File: config.mk
export PLATFORM = sky130hd
export DESIGN_NAME = surface_scheduler
export DESIGN_NICKNAME = d
export VERILOG_FILES = /design/src/rtl/surface_scheduler_pkg.sv /design/src/rtl/surface_slot_bank.sv /design/src/rtl/surface_scheduler.sv
export SDC_FILE = /design/constraint.sdc
export NUM_CORES = 1
export LEC_CHECK = 0
export ABC_AREA = 1
export CAP_MARGIN = 30
export CORE_AREA = 2 2 293 295
export CTS_CLUSTER_DIAMETER = 120
export DETAILED_ROUTE_END_ITERATION = 10
export DIE_AREA = 0 0 295 297
export HOLD_SLACK_MARGIN = 0.12
export SYNTH_ARGS = -nofsm -noshare
export SYNTH_HDL_FRONTEND = slang
export SYNTH_SLANG_ARGS = --single-unit
File: constraint.sdc
create_clock -name clk -period 14.47 [get_ports clk]
set_input_delay 1.447 -clock clk [delete_from_list [all_inputs] [get_ports clk]]
set_output_delay 1.447 -clock clk [all_outputs]
set_load 0.05 [all_outputs]
File: src/rtl/surface_scheduler_pkg.sv
// Shared coordinate widths and types for the surface scheduler slice.
// Latency: n/a (types and constants only).
// Backpressure: n/a.
// Contents: SCX/SCY vertex widths, CX/CY raster counter widths, TOTAL_LED
// pixel width, quad_t descriptor and sched_state_t FSM encoding.
package surface_scheduler_pkg;

  localparam int SCX       = 8;
  localparam int SCY       = 8;
  localparam int CX        = 8;
  localparam int CY        = 8;
  localparam int TOTAL_LED = 4;

  typedef struct packed {
    logic [SCX-1:0]       ax;
    logic [SCY-1:0]       ay;
    logic [SCX-1:0]       bx;
    logic [SCY-1:0]       by;
    logic [SCX-1:0]       cx;
    logic [SCY-1:0]       cy;
    logic [SCX-1:0]       dx;
    logic [SCY-1:0]       dy;
    logic [TOTAL_LED-1:0] block;
  } quad_t;

  typedef enum logic [1:0] {
    IDLE = 2'd0,
    SCAN = 2'd1,
    DONE = 2'd2
  } sched_state_t;

endpackage

File: src/rtl/surface_slot_bank.sv
// Double-buffered quad descriptor store: writes land in back, copy_i snapshots back into front.
// Latency: write/copy take effect at the next clock edge; read mux is combinational.
// Backpressure: none, every write is accepted; out-of-range indices are dropped.
// Ports: clk/reset, wr_en_i/wr_idx_i/wr_quad_i/wr_enable_i write port, copy_i
// copy strobe, rd_idx_i -> rd_quad_o/rd_vld_o read port.
module surface_slot_bank
  import surface_scheduler_pkg::*;
#(
  parameter int N_SURF = 6,
  parameter int IDXW   = $clog2(N_SURF)
) (
  input  logic            clk,
  input  logic            reset,
  input  logic            wr_en_i,
  input  logic [IDXW-1:0] wr_idx_i,
  input  quad_t           wr_quad_i,
  input  logic            wr_enable_i,
  input  logic            copy_i,
  input  logic [IDXW-1:0] rd_idx_i,
  output quad_t           rd_quad_o,
  output logic            rd_vld_o
);

  quad_t             back_q  [N_SURF];
  quad_t             front_q [N_SURF];
  logic [N_SURF-1:0] back_vld_q;
  logic [N_SURF-1:0] front_vld_q;
  logic              wr_hit;

  assign wr_hit = wr_en_i && (int'(wr_idx_i) < N_SURF);

  // Only the valid bits need reset; stale geometry behind a cleared bit is never used.
  always_ff @(posedge clk) begin
    if (reset) begin
      back_vld_q  <= '0;
      front_vld_q <= '0;
    end else begin
      if (copy_i) front_vld_q <= back_vld_q;
      if (wr_hit) back_vld_q[wr_idx_i] <= wr_enable_i;
    end
  end

  // Non-blocking copy means front receives back as it was before a same-cycle write.
  always_ff @(posedge clk) begin
    if (copy_i) begin
      for (int i = 0; i < N_SURF; i++) front_q[i] <= back_q[i];
    end
    if (wr_hit) back_q[wr_idx_i] <= wr_quad_i;
  end

  // Read returns the front as it will be after this edge, so a scan launched
  // in the same cycle as a copy already sees the new geometry.
  always_comb begin
    quad_t q;
    logic  v;
    q         = '0;
    v         = 1'b0;
    rd_quad_o = '0;
    rd_vld_o  = 1'b0;
    if (int'(rd_idx_i) < N_SURF) begin
      q = copy_i ? back_q[rd_idx_i]     : front_q[rd_idx_i];
      v = copy_i ? back_vld_q[rd_idx_i] : front_vld_q[rd_idx_i];
      rd_quad_o       = q;
      rd_quad_o.block = v ? q.block : '0;
      rd_vld_o        = v;
    end
  end

endmodule

File: src/rtl/surface_scheduler.sv
// Time-multiplexes one external quad rasterizer across N_SURF descriptor slots per pixel.
// Latency: pix_en to pixel_valid is N_SURF+1 cycles (k+2 for a slot-k hit with early exit).
// Backpressure: pix_en while busy is dropped and flags sticky overrun; writes always accepted.
// Ports: wr_* descriptor write, frame_start copy request, pix_en/h_count/v_count
// pixel request, rast_* drive to rasterizer, rast_pixel result, pixel_out/pixel_valid,
// busy, overrun. Optional macro: SURFACE_SCHED_EARLY_EXIT_EN (stop scan at first hit).
module surface_scheduler
  import surface_scheduler_pkg::*;
#(
  parameter int                   N_SURF = 6,
  parameter int                   IDXW   = $clog2(N_SURF),
  parameter logic [TOTAL_LED-1:0] BG     = '0
) (
  input  logic                 clk,
  input  logic                 reset,
  input  logic                 wr_valid,
  output logic                 wr_ready,
  input  logic [IDXW-1:0]      wr_idx,
  input  quad_t                wr_quad,
  input  logic                 wr_enable,
  input  logic                 frame_start,
  input  logic                 pix_en,
  input  logic [CX-1:0]        h_count,
  input  logic [CY-1:0]        v_count,
  output logic [SCX-1:0]       rast_ax,
  output logic [SCY-1:0]       rast_ay,
  output logic [SCX-1:0]       rast_bx,
  output logic [SCY-1:0]       rast_by,
  output logic [SCX-1:0]       rast_cx,
  output logic [SCY-1:0]       rast_cy,
  output logic [SCX-1:0]       rast_dx,
  output logic [SCY-1:0]       rast_dy,
  output logic [TOTAL_LED-1:0] rast_block,
  output logic [CX-1:0]        rast_h,
  output logic [CY-1:0]        rast_v,
  input  logic [TOTAL_LED-1:0] rast_pixel,
  output logic [TOTAL_LED-1:0] pixel_out,
  output logic                 pixel_valid,
  output logic                 busy,
  output logic                 overrun
);

  sched_state_t         state_q, state_d;
  logic [IDXW-1:0]      idx_q, idx_d;
  logic                 hit_q, hit_d;
  logic [TOTAL_LED-1:0] res_q, res_d;
  quad_t                rast_q, rast_d;
  logic                 rast_vld_q, rast_vld_d;
  logic [CX-1:0]        rast_h_q, rast_h_d;
  logic [CY-1:0]        rast_v_q, rast_v_d;
  logic [TOTAL_LED-1:0] pixel_out_q, pixel_out_d;
  logic                 pixel_valid_q, pixel_valid_d;
  logic                 overrun_q, overrun_d;
  logic                 swap_q, swap_d;

  logic            copy;
  logic [IDXW-1:0] rd_idx;
  quad_t           rd_quad;
  logic            rd_vld;
  logic            hit_now;
  logic            last_slot;
  logic            scan_end;

  assign wr_ready = ~reset;
  assign copy     = (state_q == IDLE) && swap_q;

  surface_slot_bank #(
    .N_SURF (N_SURF),
    .IDXW   (IDXW)
  ) u_bank (
    .clk         (clk),
    .reset       (reset),
    .wr_en_i     (wr_valid && wr_ready),
    .wr_idx_i    (wr_idx),
    .wr_quad_i   (wr_quad),
    .wr_enable_i (wr_enable),
    .copy_i      (copy),
    .rd_idx_i    (rd_idx),
    .rd_quad_o   (rd_quad),
    .rd_vld_o    (rd_vld)
  );

  // rast_vld_q tracks whether the slot currently on rast_* is enabled.
  assign hit_now   = (state_q == SCAN) && !hit_q && rast_vld_q && (rast_pixel != '0);
  assign last_slot = (idx_q == IDXW'(N_SURF - 1));

`ifdef SURFACE_SCHED_EARLY_EXIT_EN
  assign scan_end = last_slot || hit_now;
`else
  assign scan_end = last_slot;
`endif

  always_comb begin
    state_d       = state_q;
    idx_d         = idx_q;
    hit_d         = hit_q;
    res_d         = res_q;
    rast_d        = rast_q;
    rast_vld_d    = rast_vld_q;
    rast_h_d      = rast_h_q;
    rast_v_d      = rast_v_q;
    pixel_out_d   = pixel_out_q;
    pixel_valid_d = 1'b0;
    overrun_d     = overrun_q;
    swap_d        = (swap_q && !copy) || frame_start;
    rd_idx        = '0;

    case (state_q)
      IDLE: begin
        if (pix_en) begin
          rast_h_d   = h_count;
          rast_v_d   = v_count;
          idx_d      = '0;
          hit_d      = 1'b0;
          rast_d     = rd_quad;
          rast_vld_d = rd_vld;
          state_d    = SCAN;
        end
      end
      SCAN: begin
        if (hit_now) begin
          hit_d = 1'b1;
          res_d = rast_pixel;
        end
        if (scan_end) begin
          // Resolve here so pixel_out is already valid during the DONE cycle.
          pixel_out_d   = hit_now ? rast_pixel : (hit_q ? res_q : BG);
          pixel_valid_d = 1'b1;
          state_d       = DONE;
        end else begin
          rd_idx     = idx_q + IDXW'(1);
          idx_d      = idx_q + IDXW'(1);
          rast_d     = rd_quad;
          rast_vld_d = rd_vld;
        end
      end
      DONE: begin
        state_d = IDLE;
      end
      default: begin
        state_d = IDLE;
      end
    endcase

    if (pix_en && (state_q != IDLE)) overrun_d = 1'b1;
  end

  always_ff @(posedge clk) begin
    if (reset) begin
      state_q       <= IDLE;
      idx_q         <= '0;
      hit_q         <= 1'b0;
      res_q         <= '0;
      rast_q        <= '0;
      rast_vld_q    <= 1'b0;
      rast_h_q      <= '0;
      rast_v_q      <= '0;
      pixel_out_q   <= '0;
      pixel_valid_q <= 1'b0;
      overrun_q     <= 1'b0;
      swap_q        <= 1'b0;
    end else begin
      state_q       <= state_d;
      idx_q         <= idx_d;
      hit_q         <= hit_d;
      res_q         <= res_d;
      rast_q        <= rast_d;
      rast_vld_q    <= rast_vld_d;
      rast_h_q      <= rast_h_d;
      rast_v_q      <= rast_v_d;
      pixel_out_q   <= pixel_out_d;
      pixel_valid_q <= pixel_valid_d;
      overrun_q     <= overrun_d;
      swap_q        <= swap_d;
    end
  end

  assign rast_ax     = rast_q.ax;
  assign rast_ay     = rast_q.ay;
  assign rast_bx     = rast_q.bx;
  assign rast_by     = rast_q.by;
  assign rast_cx     = rast_q.cx;
  assign rast_cy     = rast_q.cy;
  assign rast_dx     = rast_q.dx;
  assign rast_dy     = rast_q.dy;
  assign rast_block  = rast_q.block;
  assign rast_h      = rast_h_q;
  assign rast_v      = rast_v_q;
  assign pixel_out   = pixel_out_q;
  assign pixel_valid = pixel_valid_q;
  assign busy        = (state_q != IDLE);
  assign overrun     = overrun_q;

endmodule

==> summary.md, run 1 <==
| Metric | Value |
|---|---|
| Sequential share of the synthesized area | `0.799` |
| Initial cell density of the core | `0.397` |
| CTS tree | `yes` |
| PwrDens | `149 nW/um^2` |
| Leak | `13.4 nW` |
| Cell Rows | `107` |
| Max-slew violation count | `0` |
| Dpl hpwl | `41,900 microns` |
| Number of synthesized flops with an enable pin | `816` |
| Slew headroom | `0.340` |
| Total track usage | `0.175` |
| Synthesized area | `33,500 sq um` |
| Number of global-route vias before repair | `19,700` |
| Post-CTS setup buffers | `0` |
| Clk_lat worst skew | `0.65 ns` |
| Clk root buf | `clkbuf_16` |
| Synth Register Bits | `930` |
| Die area | `87,600 sq um` |
| Die width | `295 microns` |
| Final net count | `2,636` |
| Max cap viols | `0` |
| Cts repair resizes | `0` |
| Asr flop ratio synth | `0` |
| Worst Hold Class | `reg2reg` |
| Worst Path Max Fanout | `79` |
| Yosys top cell area share | `0.731` |
| Total clock buffers created by CTS | `92` |
| Synthesized area per cell | `14.2 sq um` |
| Hold Path Sink | `u_bank.front_q[5][66]` |
| TNS Setup | `0 ns` |
| Antenna Nets Post-Route | `0` |
| Clk_skew | `0.0224 ns` |
| Fin. Hold Viols | `0` |
| R2r worst-path depth | `7` |
| Residual DRC | `0` |
| Non-Filler Instances | `3,762` |
| WP data arrival | `4.12 ns` |
| Synth-to-layout area growth | `18.7%` |
| Hold_sp | `u_bank.back_q[5][66]` |
| Largest net degree at the start of global routing | `158` |
| Total power | `5.93 mW` |
| Grt ovf | `0` |
| R2R Setup Slk | `10.75 ns` |
| RR Endpoint | `rast_cy[1]` |
| First-pass GRT wire length | `118,000 microns` |
| Worst Setup Start Kind | `input pin` |
| Detailed Route WL | `77,700 microns` |
| Fmax | `180 MHz` |
| Run status | `completed` |
| Minimum clock period | `5.57 ns` |
| Reg clk slew, reported paths | `0.06 ns` |
| Crit Path Class | `in2out` |
| Mapped Cells | `2,365` |
| Placer congestion estimate | `0.750` |
| Via density | `5.22` |
| CTS sink cnt | `930` |
| Largest area contributor in the synthesized netlist | `edfxtp_1` |
| Avg WL per Cell | `20.6 microns` |
| Footprint of the multi-input gates | `5960 sq um` |
| Port Buffer Count | `188` |
| Initial antenna violation count | `3` |
| Area taken by flip-flops and latches | `26,800 sq um` |
| # fillers | `7,316` |
| Finished Core Util | `0.471` |
| Top cells by count, synth | `edfxtp_1 (816), nor2_1 (271), nand3_1 (230)` |
| Tcrit/Tclk final | `0.385` |
| Yosys warns | `0` |
| Most common cell in the netlist | `edfxtp_1` |
| Peak supply drop | `0.0948 mV` |
| Core area | `84,500 sq um` |
| Vias post-DR | `19,600` |
| I/O Pins | `189` |
| CP required | `13.02 ns` |
| Top FF cell, synth | `edfxtp_1` |
| Top cells by area, synth | `edfxtp_1 (73%), dfxtp_1 (6.8%), nand3_1 (3.4%)` |
| RSZ-0062 raised after global routing | `no` |
| Cells after DPL | `3,581` |
| CTS max path bufs | `3` |
| Worst Tran Pin Value | `0.991 ns` |
| Critical Path Sink Type | `output port` |
| Worst reg2reg startpoint | `state_q[1]` |
| Syn nets | `2,464` |
| Final setup viols | `0` |
| Hold_buf cts | `0` |
| Hold Crit Depth | `0` |
| Layout cell share with drive strength beyond 1 | `0.0757` |
| H-tree Lvls | `3` |
| Distinct cell type count of the synthesized netlist | `25` |
| DR iter-0 viols | `1,923` |
| Hold slack | `0.402 ns` |
| Chip height | `297 microns` |
| Drt first pass iters | `6` |
==> metrics by stage <==
step | setup slack [ns] | cell area [sq um]
final | 8.90 | 39800
after global routing | 8.80 | 39800
after CTS | 8.90 | 39600
after detailed placement | 8.72 | 36600
after global placement | 8.78 | 36400
after floorplan | 1.55 | 33500
==> worst max path at each step <==
stage,slack [ns],endpoint,depth (start not counted),startpoint
floorplan,1.55,rast_bx[0],7,state_q[1]
global placement,8.78,u_bank.back_q[4][28],9,reset
detailed placement,8.72,u_bank.back_q[3][29],7,reset
CTS,8.90,wr_ready,5,reset
global route,8.80,wr_ready,5,reset
finish,8.90,wr_ready,5,reset
==> worst max-delay path, cell delays in order <==
cell	delay, ns
clkdlybuf4s50_1	0.40
buf_4	0.22
clkinv_2	0.25
buf_4	0.77
clkdlybuf4s50_1	0.95
==> report_power, final <==
| part | total [mW] | switching, mW | internal (mW) |
|---|---|---|---|
| registers | 3.05 | 0.0409 | 3.01 |
| clock network | 2.38 | 0.995 | 1.38 |
| logic | 0.493 | 0.349 | 0.144 |
==> layout make-up <==
type | instances | share of cell area
tap | 1144 | 0.0360
antenna | 1 | 0.0000629
inverter | 49 | 0.00488
multi-input combinational | 1240 | 0.150
clock inverter | 39 | 0.0110
clock buffer | 135 | 0.0655
timing repair buffer | 224 | 0.0594
sequential | 930 | 0.673
==> registers in the layout, indices dropped and copies added (netlist names), 6 cells and up <==
name / flops
u_bank.back_q: 408
u_bank.front_q: 408
rast_ax: 8
rast_ay: 8
rast_bx: 8
rast_by: 8
rast_cx: 8
rast_cy: 8
rast_dx: 8
rast_dy: 8
rast_h: 8
rast_v: 8
u_bank.back_vld_q: 6
u_bank.front_vld_q: 6
==> cells by family (layout without fill, tap and decap cells) <==
| group | Yosys count | in the layout | synth area share |
|---|---|---|---|
| buffers and inverters | 195 | 447 | 0.0256 |
| other | 0 | 1 | 0 |
| adders and majority gates | 2 | 2 | 0.000746 |
| AOI/OAI and AO/OA | 497 | 497 | 0.0814 |
| and+or+nand+nor | 741 | 741 | 0.0933 |
| DFF | 930 | 930 | 0.799 |
==> routing by layer <==
| layer | up-vias | wire length [microns] | part of all wire | global-route usage |
|---|---|---|---|---|
| met5 | - | 10 | 0.00013 | 0 |
| li1 | 9070 | - | - | - |
| met2 | 677 | 38700 | 0.50 | 0.301 |
| met4 | 2 | 1520 | 0.020 | 0.0486 |
| met1 | 9769 | 32500 | 0.42 | 0.229 |
| met3 | 110 | 4950 | 0.064 | 0.0287 |
==> placed cells by master, fill, tap and decap left out, types with 10 or more instances in the layout <==
master           Yosys  routed
clkbuf_16            0      92
edfxtp_1           816     816
buf_16               0      10
dfxtp_1            114     114
o21ai_1             60      60
nor2_1             271     265
buf_4               13      25
a21oi_1            144     144
o221ai_1            63      63
clkbuf_1            60      29
o21ai_0            227     227
nand3_1            230     229
clkdlybuf4s50_1      0     188
clkbuf_8             0      14
inv_1               42      41
clkinv_2             0      13
nand2_1            222     221
(Power assumes the default switching activity.)
==> inputs of run 2 (changes only) <==
==> constraint.sdc (replaced) <==
create_clock -name clk -period 5.8 [get_ports clk]
set_input_delay 0.58 -clock clk [delete_from_list [all_inputs] [get_ports clk]]
set_output_delay 0.58 -clock clk [all_outputs]
set_load 0.05 [all_outputs]
==> run 2 against run 1 <==
Against the previous run:
- sequential power grew 150%
- largest power group unchanged
- first-iteration DRC count shrank 7.2%
- highest routed layer unchanged
- wire length grew 1.1%
- non-clock buffer count shrank 4
- critical path depth grew 5
- combinational power grew 150%
==> summary.md, run 2 (same netlist as run 1, synthesis figures left out) <==
| Metric | Value |
|---|---|
| Cell Rows | `107 (unchanged)` |
| Detailed Route WL | `78,500 microns (was 77,700 microns)` |
| Finished Core Util | `0.470 (was 0.471)` |
| Initial cell density of the core | `0.397 (unchanged)` |
| Via density | `5.28 (was 5.22)` |
| Worst Hold Class | `reg2reg (unchanged)` |
| Drt first pass iters | `5 (was 6)` |
| Fmax | `279 MHz` |
| RSZ-0062 raised after global routing | `no (unchanged)` |
| Cts repair resizes | `0 (unchanged)` |
| Worst reg2reg startpoint | `idx_q[1] (was state_q[1])` |
| Largest net degree at the start of global routing | `134 (was 158)` |
| Worst setup path endpoint | `rast_dx[1] (was wr_ready)` |
| Initial antenna violation count | `8 (was 3)` |
| CTS max path bufs | `3 (unchanged)` |
| Final net count | `2,631 (was 2,636)` |
| Peak supply drop | `0.231 mV (was 0.0948 mV)` |
| Critical Path Sink Type | `flip-flop (was output port)` |
| Most frequent cells in the layout | `edfxtp_1 (816), nor2_1 (265), nand3_1 (229) (unchanged)` |
| Clk root buf | `clkbuf_16 (unchanged)` |
| Port Buffer Count | `188 (unchanged)` |
| Core area | `84,500 sq um (unchanged)` |
| Worst Path Max Fanout | `50 (was 79)` |
| Vias post-DR | `19,800 (was 19,600)` |
| Synth-to-layout area growth | `18.4% (was 18.7%)` |
| Total clock buffers created by CTS | `91 (was 92)` |
| PwrDens | `373 nW/um^2 (was 149 nW/um^2)` |
| Minimum clock period | `3.59 ns` |
| TNS Setup | `0 ns (unchanged)` |
| Non-Filler Instances | `3,759 (was 3,762)` |
| Cells after DPL | `3,583 (was 3,581)` |
| Final setup viols | `0 (unchanged)` |
| Die width | `295 microns (unchanged)` |
| Post-route cell area | `39,700 sq um (was 39,800 sq um)` |
| Antenna Nets Post-Route | `0 (unchanged)` |
| Worst Tran Pin Value | `1.01 ns (was 0.991 ns)` |
| Crit path from | `idx_q[1] (was reset)` |
| Die area | `87,600 sq um (unchanged)` |
| CTS sink cnt | `930 (unchanged)` |
| Tcrit/Tclk final | `0.619` |
| Reg clk slew, reported paths | `0.06 ns (about the same)` |
| Clk_lat worst skew | `0.64 ns (was 0.65 ns)` |
| Max-slew violation count | `0 (unchanged)` |
| Leak | `13.4 nW (about the same)` |
| Dpl hpwl | `41,600 microns (was 41,900 microns)` |
| R2R Setup Slk | `2.21 ns (was 10.75 ns)` |
| Place WS | `2.07 ns (was 8.72 ns)` |
| Number of global-route vias before repair | `19,900 (was 19,700)` |
| Chip height | `297 microns (unchanged)` |
| Avg WL per Cell | `20.9 microns (was 20.6 microns)` |
| Total track usage | `0.176 (was 0.175)` |
| First-pass GRT wire length | `118,000 microns (about the same)` |
| Placer congestion estimate | `0.777 (was 0.750)` |
| Layout cell share with drive strength beyond 1 | `0.0766 (was 0.0757)` |
| H-tree Lvls | `3 (unchanged)` |
| Fin. Hold Viols | `0 (unchanged)` |
| Area post-placement | `36,600 sq um (about the same)` |
| Hold_buf cts | `0 (unchanged)` |
| Largest regs | `u_bank.back_q x408, u_bank.front_q x408 (unchanged)` |
| WP data arrival | `4.13 ns (was 4.12 ns)` |
| Crit Path Class | `reg2reg (was in2out)` |
| Fin worst setup slack | `2.21 ns (was 8.90 ns)` |
| Slew headroom | `0.324 (was 0.340)` |
| CTS tree | `yes (unchanged)` |
| Worst Setup Start Kind | `flip-flop (was input pin)` |
| I/O Pins | `189 (unchanged)` |
| Post-CTS setup buffers | `0 (unchanged)` |
| Grt ovf | `0 (unchanged)` |
| CP max stage cell | `buf_4 (was clkdlybuf4s50_1)` |
| Run status | `completed (unchanged)` |
| CP required | `6.34 ns (was 13.02 ns)` |
| RR Endpoint | `rast_dx[1] (was rast_cy[1])` |
| DR iter-0 viols | `1,784 (was 1,923)` |
| Commonest non-fill, non-tap cell in the layout | `edfxtp_1 (unchanged)` |
| Clk_skew | `0.0202 ns (was 0.0224 ns)` |
| R2r worst-path depth | `10 (was 7)` |
| CP cell instances | `inv_1 > ha_1 > nand2_2 > nand3_4 > inv_1 > o21ai_0 > clkinv_2 > buf_4 > a21oi_1 > a21oi_1 (was clkdlybuf4s50_1 > buf_4 > clkinv_2 > buf_4 > clkdlybuf4s50_1)` |
| Max cap viols | `0 (unchanged)` |
| # fillers | `7,284 (was 7,316)` |
| Crit path largest cell delay | `0.73 ns (was 0.95 ns)` |
| Residual DRC | `0 (unchanged)` |
## run 2: how the worst min path moves through the flow
stage          cells past startpoint                  from  slack, ns               endpoint
2_1_floorplan                      0  u_bank.back_q[2][10]       0.40  u_bank.front_q[2][10]
3_3_place_gp                       0   u_bank.back_q[5][6]       0.40   u_bank.front_q[5][6]
3_5_place_dp                       0  u_bank.back_q[2][11]       0.40  u_bank.front_q[2][11]
4_1_cts                            0  u_bank.back_q[4][21]       0.40  u_bank.front_q[4][21]
5_1_grt                            0  u_bank.back_q[4][21]       0.41  u_bank.front_q[4][21]
6_report                           0  u_bank.back_q[4][21]       0.40  u_bank.front_q[4][21]
## run 2: routing by layer
metal / wire, microns / global-route usage / vias to the layer above
li1: - / - / 9063
met1: 32200 / 0.226 / 10000
met4: 1630 / 0.0621 / 6
met5: 34 / 0 / -
met2: 39700 / 0.303 / 623
met3: 4900 / 0.0281 / 108
## run 2: cell type report
type,count,area [sq um],area share
Timing Repair Buffer,220,2250,0.0566
Antenna cell,5,12.5,0.000315
Inverter,49,198,0.00498
Multi-Input combinational cell,1240,5960,0.150
Clock inverter,49,519,0.0131
Sequential cell,930,26800,0.675
Tap cell,1144,1430,0.0361
Clock buffer,122,2540,0.0639
## run 2: power by group
part / leakage (nW) / internal, mW / switching, mW
Clock: 1.51 / 3.49 / 2.47
Combinational: 3.47 / 0.353 / 0.876
Sequential: 8.42 / 7.52 / 0.100
## run 2: critical path, delay by kind of cell, from the launching register on
family / cells / cell delay, ns
adder cells (fa/ha/maj): 1 / 0.18
AND/OR/NAND/NOR: 2 / 0.66
AO/OA/AOI/OAI: 3 / 0.58
flip-flops: 1 / 0.35
buffers and inverters: 4 / 1.66
## run 2: stage by stage
stage          hold slack, ns  total power, mW
6_report                0.404             14.8
5_1_grt                 0.405             15.3
4_1_cts                 0.399             15.0
3_5_place_dp            0.405             9.00
3_3_place_gp            0.400             8.97
2_1_floorplan           0.400             8.50
==> RTL change 1 (settings of run 2) <==
`N_SURF` is set to 6 in 2 places; all go to 3.
--- a/src/rtl/surface_slot_bank.sv
+++ b/src/rtl/surface_slot_bank.sv
@@ -7,5 +7,5 @@
   import surface_scheduler_pkg::*;
 #(
-  parameter int N_SURF = 6,
+  parameter int N_SURF = 3,
   parameter int IDXW   = $clog2(N_SURF)
 ) (
--- a/src/rtl/surface_scheduler.sv
+++ b/src/rtl/surface_scheduler.sv
@@ -8,5 +8,5 @@
   import surface_scheduler_pkg::*;
 #(
-  parameter int                   N_SURF = 6,
+  parameter int                   N_SURF = 3,
   parameter int                   IDXW   = $clog2(N_SURF),
   parameter logic [TOTAL_LED-1:0] BG     = '0
Interface: changed (resized wr_idx); port bits go from 189 to 188. The function was not compared with the original's and may differ.
==> RTL change 1 against run 2 <==
Sequential share of layout area shrank 5.5 points. Die area stayed put. Via count down 46%. Sequential power fell by 44%. Power fell by 41%. Routed wire length fell by 44%. Worst setup slack improved by 0.018 ns. Global-route usage fell by 7.9 points. Design area is 42% lower. Sequential cell count shrank 415. Core utilization is 20 points lower. Area after synthesis decreased by 46%.
==> RTL change 1: results (changes against run 2) <==
[clocking]
cts_root_buf=clkbuf_16  ; unchanged
h-tree-depth=2  ; was 3
cts_setup_buffers=0  ; unchanged
ctsResizeCount=0  ; unchanged
clock_path_buffers=3  ; unchanged
cts_buffers=56  ; was 91
clk_pin_slew_worst_paths_ns=0.06  ; about the same
insertion_delay_ns=0.60  ; was 0.64 ns

[drt]
drtPass1Iterations=5  ; unchanged
wl_met1_mm=19.0  ; was 32.2 mm
wl_mm=43.7  ; was 78.5 mm
route.met2.wl_mm=21.1  ; was 39.7 mm
drcViolationCount=0  ; unchanged
vias_per_cell=4.00  ; was 5.28
drtIter0Drc=637  ; was 1784
top_layer=met5  ; unchanged
wl_met3_mm=2.64  ; was 4.90 mm

[global_routing]
grt_pass1_wl_mm=65.3  ; was 118 mm
grt_max_degree=135  ; was 134
grt_pass1_vias=10900  ; was 19900
grt_usage=0.0976  ; was 0.176
antenna_found_initial=8  ; unchanged

[logic_synthesis]
yosys_warnings=0  ; unchanged
async_flop_share=0  ; unchanged
synth_commonest_cells=edfxtp_1 (408), nand2_1 (210), dfxtp_1 (107)  ; was edfxtp_1 (816), nor2_1 (271), nand3_1 (230)
synth_edf_count=408  ; was 816
synth-seq-area-share=0.795  ; was 0.799
synth_cell_types=30  ; was 25
synth_area_leaders=edfxtp_1 (68%), dfxtp_1 (12%), nand2_1 (4.4%)  ; was edfxtp_1 (73%), dfxtp_1 (6.8%), nand3_1 (3.4%)
synthesis.nets=1378  ; was 2464

[min_path]
hp-start=u_bank.back_q[1][41]  ; was u_bank.back_q[4][21]
hold_class=flop to flop  ; unchanged

[placed_design]
routabilityCongestion=0.711  ; was 0.777
portBuffers=187  ; was 188
dpl-instance-area_um2=21300  ; was 36600 um^2
hpwl_mm=25.4  ; was 41.6 mm

[worst_setup_path]
max_stage_delay_ns=0.93  ; was 0.73 ns
critical_path.startpoint=reset  ; was idx_q[1]
slowest_stage=clkdlybuf4s50_1  ; was buf_4
rrSetupSlack_ns=2.98  ; was 2.21 ns
crit_fanout=22  ; was 50
r2r-start=idx_q[0]  ; was idx_q[1]
crit_arrival_ns=2.99  ; was 4.13 ns

[sta]
final.setup_skew_ns=0.0270  ; was 0.0202 ns
maxSlewHeadroom=0.398  ; was 0.324

[power_and_ir_drop]
vdd_ir_drop_max_uv=223  ; was 231 uV
leakage_nw=7.88  ; was 13.4 nW

[final_layout]
largestRegisters=u_bank.back_q x204, u_bank.front_q x204  ; was u_bank.back_q x408, u_bank.front_q x408
layout-drive-gt1-share=0.0876  ; was 0.0766
finalNetCount=1571  ; was 2631
n_fill_cell=8569  ; was 7284

[run_status]
status=finished, final reports clean  ; unchanged

## RTL change 1: cell count changes after synthesis, sizes merged, moves of 23 or more
cell	run 2	this run
buf	81	50
nand3b	0	36
nor2	276	86
clkbuf	65	21
nand3	230	81
o22ai	0	64
inv	49	26
a21oi	144	78
o21ai	287	93
o221ai	63	0
edfxtp	816	408
## RTL change 1: per-layer routing
layer,vias up,GRT usage
met4,12,0.0296
met3,74,0.0224
li1,5052,-
met1,5263,0.122
met2,272,0.166
met5,-,0
## RTL change 1: through the flow
stage | hold slack (ns) | worst slack, ns | power (W) | utilization | instances
after global routing | 0.416 | 2.12 | 0.00906 | 0.275 | 2664
after global placement | 0.400 | 2.12 | 0.00519 | 0.251 | 2554
after floorplan | 0.400 | 1.21 | 0.00485 | - | 1279
after CTS | 0.413 | 2.21 | 0.00884 | 0.274 | 2662
final | 0.412 | 2.23 | 0.00871 | 0.275 | 2665
after detailed placement | 0.405 | 2.11 | 0.00522 | 0.252 | 2557
## RTL change 1: power breakdown
part	internal, W	switching (W)	total, W
Combinational	0.000284	0.000590	0.000875
Clock	0.00213	0.00145	0.00358
Sequential	0.00418	0.0000721	0.00425
## RTL change 1: logic make-up after synthesis
logic type / count (synthesis) / share of synthesized area
flip-flops: 515 / 0.795
AO/OA/AOI/OAI: 235 / 0.0700
buffers and inverters: 98 / 0.0270
AND/OR/NAND/NOR: 428 / 0.105
adder cells (fa/ha/maj): 3 / 0.00207
## RTL change 1: critical path, delay by kind of cell
family	cells	cell delay (ns)
buf+inv	3	2.39
## RTL change 1: final cells by class
class                   count  share of cell area
diodes                      2            0.000216
multi-input cells         666               0.141
clock inverters            34              0.0147
inverters                  27             0.00485
well taps                1144              0.0617
flip-flops and latches    515               0.620
clock buffers              71              0.0672
repair buffers            206              0.0908
## RTL change 1: final timing paths
check / to / cells after the start
max: wr_ready / 3
max reg2reg: rast_bx[5] / 7
min: u_bank.front_q[1][41] / 0
min reg2reg: u_bank.front_q[1][41] / 0
==> RTL change 2 (flow settings as in run 2) <==
Made on the original files. `res_q` no longer has a reset.
--- a/src/rtl/surface_scheduler.sv
+++ b/src/rtl/surface_scheduler.sv
@@ -151,5 +151,4 @@
       idx_q         <= '0;
       hit_q         <= 1'b0;
-      res_q         <= '0;
       rast_q        <= '0;
       rast_vld_q    <= 1'b0;
@@ -164,5 +163,4 @@
       idx_q         <= idx_d;
       hit_q         <= hit_d;
-      res_q         <= res_d;
       rast_q        <= rast_d;
       rast_vld_q    <= rast_vld_d;
@@ -174,4 +172,8 @@
       swap_q        <= swap_d;
     end
+  end
+
+  always_ff @(posedge clk) begin
+    res_q <= res_d;
   end
 
Formal check against the unedited RTL: no difference found for any inputs over 4 cycles, from zero or initial values and one cycle with reset high; that may be too few to reach the edited logic, so the function may still have changed.
==> RTL change 2 against run 2 <==
Area after synthesis rose by 1.4%. Sequential cell count grew 2. Worst setup slack lost 0.59 ns. Power rose by 0.30%. Count of clock-buffer cells in the layout down 1. Routed wire length is 1.0% lower. Design area grew 1.1%.
==> RTL change 2: results (changes against run 2) <==
[final_layout]
n_all_inverters=42  ; was 49
multi_input_comb_area_um2=6250  ; was 5960 um^2
sh_seq_area=0.670  ; was 0.675
nNonClkBuffers=225  ; was 220
num-multi-input-gates=1175  ; was 1240
finalNetCount=2567  ; was 2631
nClkBuffers=121  ; was 122
clk_share=0.0764  ; was 0.0770
layout-drive-gt1-share=0.108  ; was 0.0766
n_fill_cell=7131  ; was 7284
fin_cells=3691  ; was 3759
largestRegisters=u_bank.back_q x410, u_bank.front_q x408  ; was u_bank.back_q x408, u_bank.front_q x408

[drt]
wire_per_inst_um=21.1  ; was 20.9 um
vias_per_cell=5.25  ; was 5.28
drtIter0Drc=1680  ; was 1784

[global_routing]
grt_max_degree=89  ; was 134
grt_pass1_vias=19500  ; was 19900
antenna_found_initial=4  ; was 8
grt_usage=0.175  ; was 0.176
grt_pass1_wl_mm=117  ; was 118 mm

[sta]
tightest_slew_ns=0.987  ; was 1.01 ns
final.setup_skew_ns=0.0185  ; was 0.0202 ns

[floorplanning]
start_util=0.403  ; was 0.397

[clocking]
cts_setup_buffers=0  ; unchanged
insertion_delay_ns=0.63
clkSinkCount=932  ; was 930

[worst_setup_path]
crit_arrival_ns=3.59  ; was 4.13 ns
rrSetupSlack_ns=2.34  ; was 2.21 ns
crit_fanout=66  ; was 50

[placed_design]
routabilityCongestion=0.774  ; was 0.777
hpwl_mm=44.0  ; was 41.6 mm
post-place-cells=3516  ; was 3583

[logic_synthesis]
synth_cells=2295  ; was 2365
synth-seq-area-share=0.791  ; was 0.799
synth_commonest_cells=edfxtp_1 (822), nor2_1 (216), nand2_1 (203)  ; was edfxtp_1 (816), nor2_1 (271), nand3_1 (230)
synth_edf_count=822  ; was 816
synth_cell_types=35  ; was 25

[power_and_ir_drop]
p_sw_frac=0.233  ; about the same
leakage_nw=13.4  ; about the same
seqPwrFrac=0.515  ; was 0.514

[run_status]
status=finished, final reports clean  ; unchanged

RTL change 2: cell count changes after synthesis, sizes merged, moves of 6 or more:
cell / change
edfxtp: +6
inv: -10
nor2: -56
nand3: -66
buf: +24
o211ai: +66
nand2: -16
clkbuf: -23
RTL change 2: critical path: stages:
cell	delay, ns
clkdlybuf4s50_1	0.80
inv_4	0.50
buf_4	0.67
clkdlybuf4s50_1	0.94
RTL change 2: final timing paths:
path	startpoint	endpoint	depth (start not counted)
max	reset	wr_ready	4
min	u_bank.back_q[3][33]	u_bank.front_q[3][33]	0
max reg2reg	idx_q[0]	rast_by[5]	10
min reg2reg	u_bank.back_q[3][33]	u_bank.front_q[3][33]	0
RTL change 2: cell families (layout without fill, tap and decap cells):
group,Yosys count,in the layout,synth area share
AO/OA/AOI/OAI,564,564,0.105
adder cells (fa/ha/maj),2,2,0.000736
buffers and inverters,189,440,0.0281
flip-flops,932,932,0.791
other,1,2,0.000110
AND/OR/NAND/NOR,607,607,0.0753
RTL change 2: through the flow:
step           hold slack, ns  worst slack [ns]  cell area (um^2)  power [W]
6_report                0.405              1.63             40100     0.0149
5_1_grt                 0.411              1.46             40100     0.0154
4_1_cts                 0.400              1.61             40100     0.0150
2_1_floorplan           0.400              1.28             34000    0.00855
3_5_place_dp            0.405              1.61             37000    0.00903
3_3_place_gp            0.400              1.70             36900    0.00899
RTL change 2: metal layers:
| metal | vias to the layer above | track usage | routed length (um) |
|---|---|---|---|
| met4 | 8 | 0.0542 | 1630 |
| met5 | - | 0 | 52 |
| met1 | 9739 | 0.235 | 33000 |
| li1 | 8944 | - | - |
| met3 | 118 | 0.0313 | 4860 |
| met2 | 573 | 0.291 | 38100 |
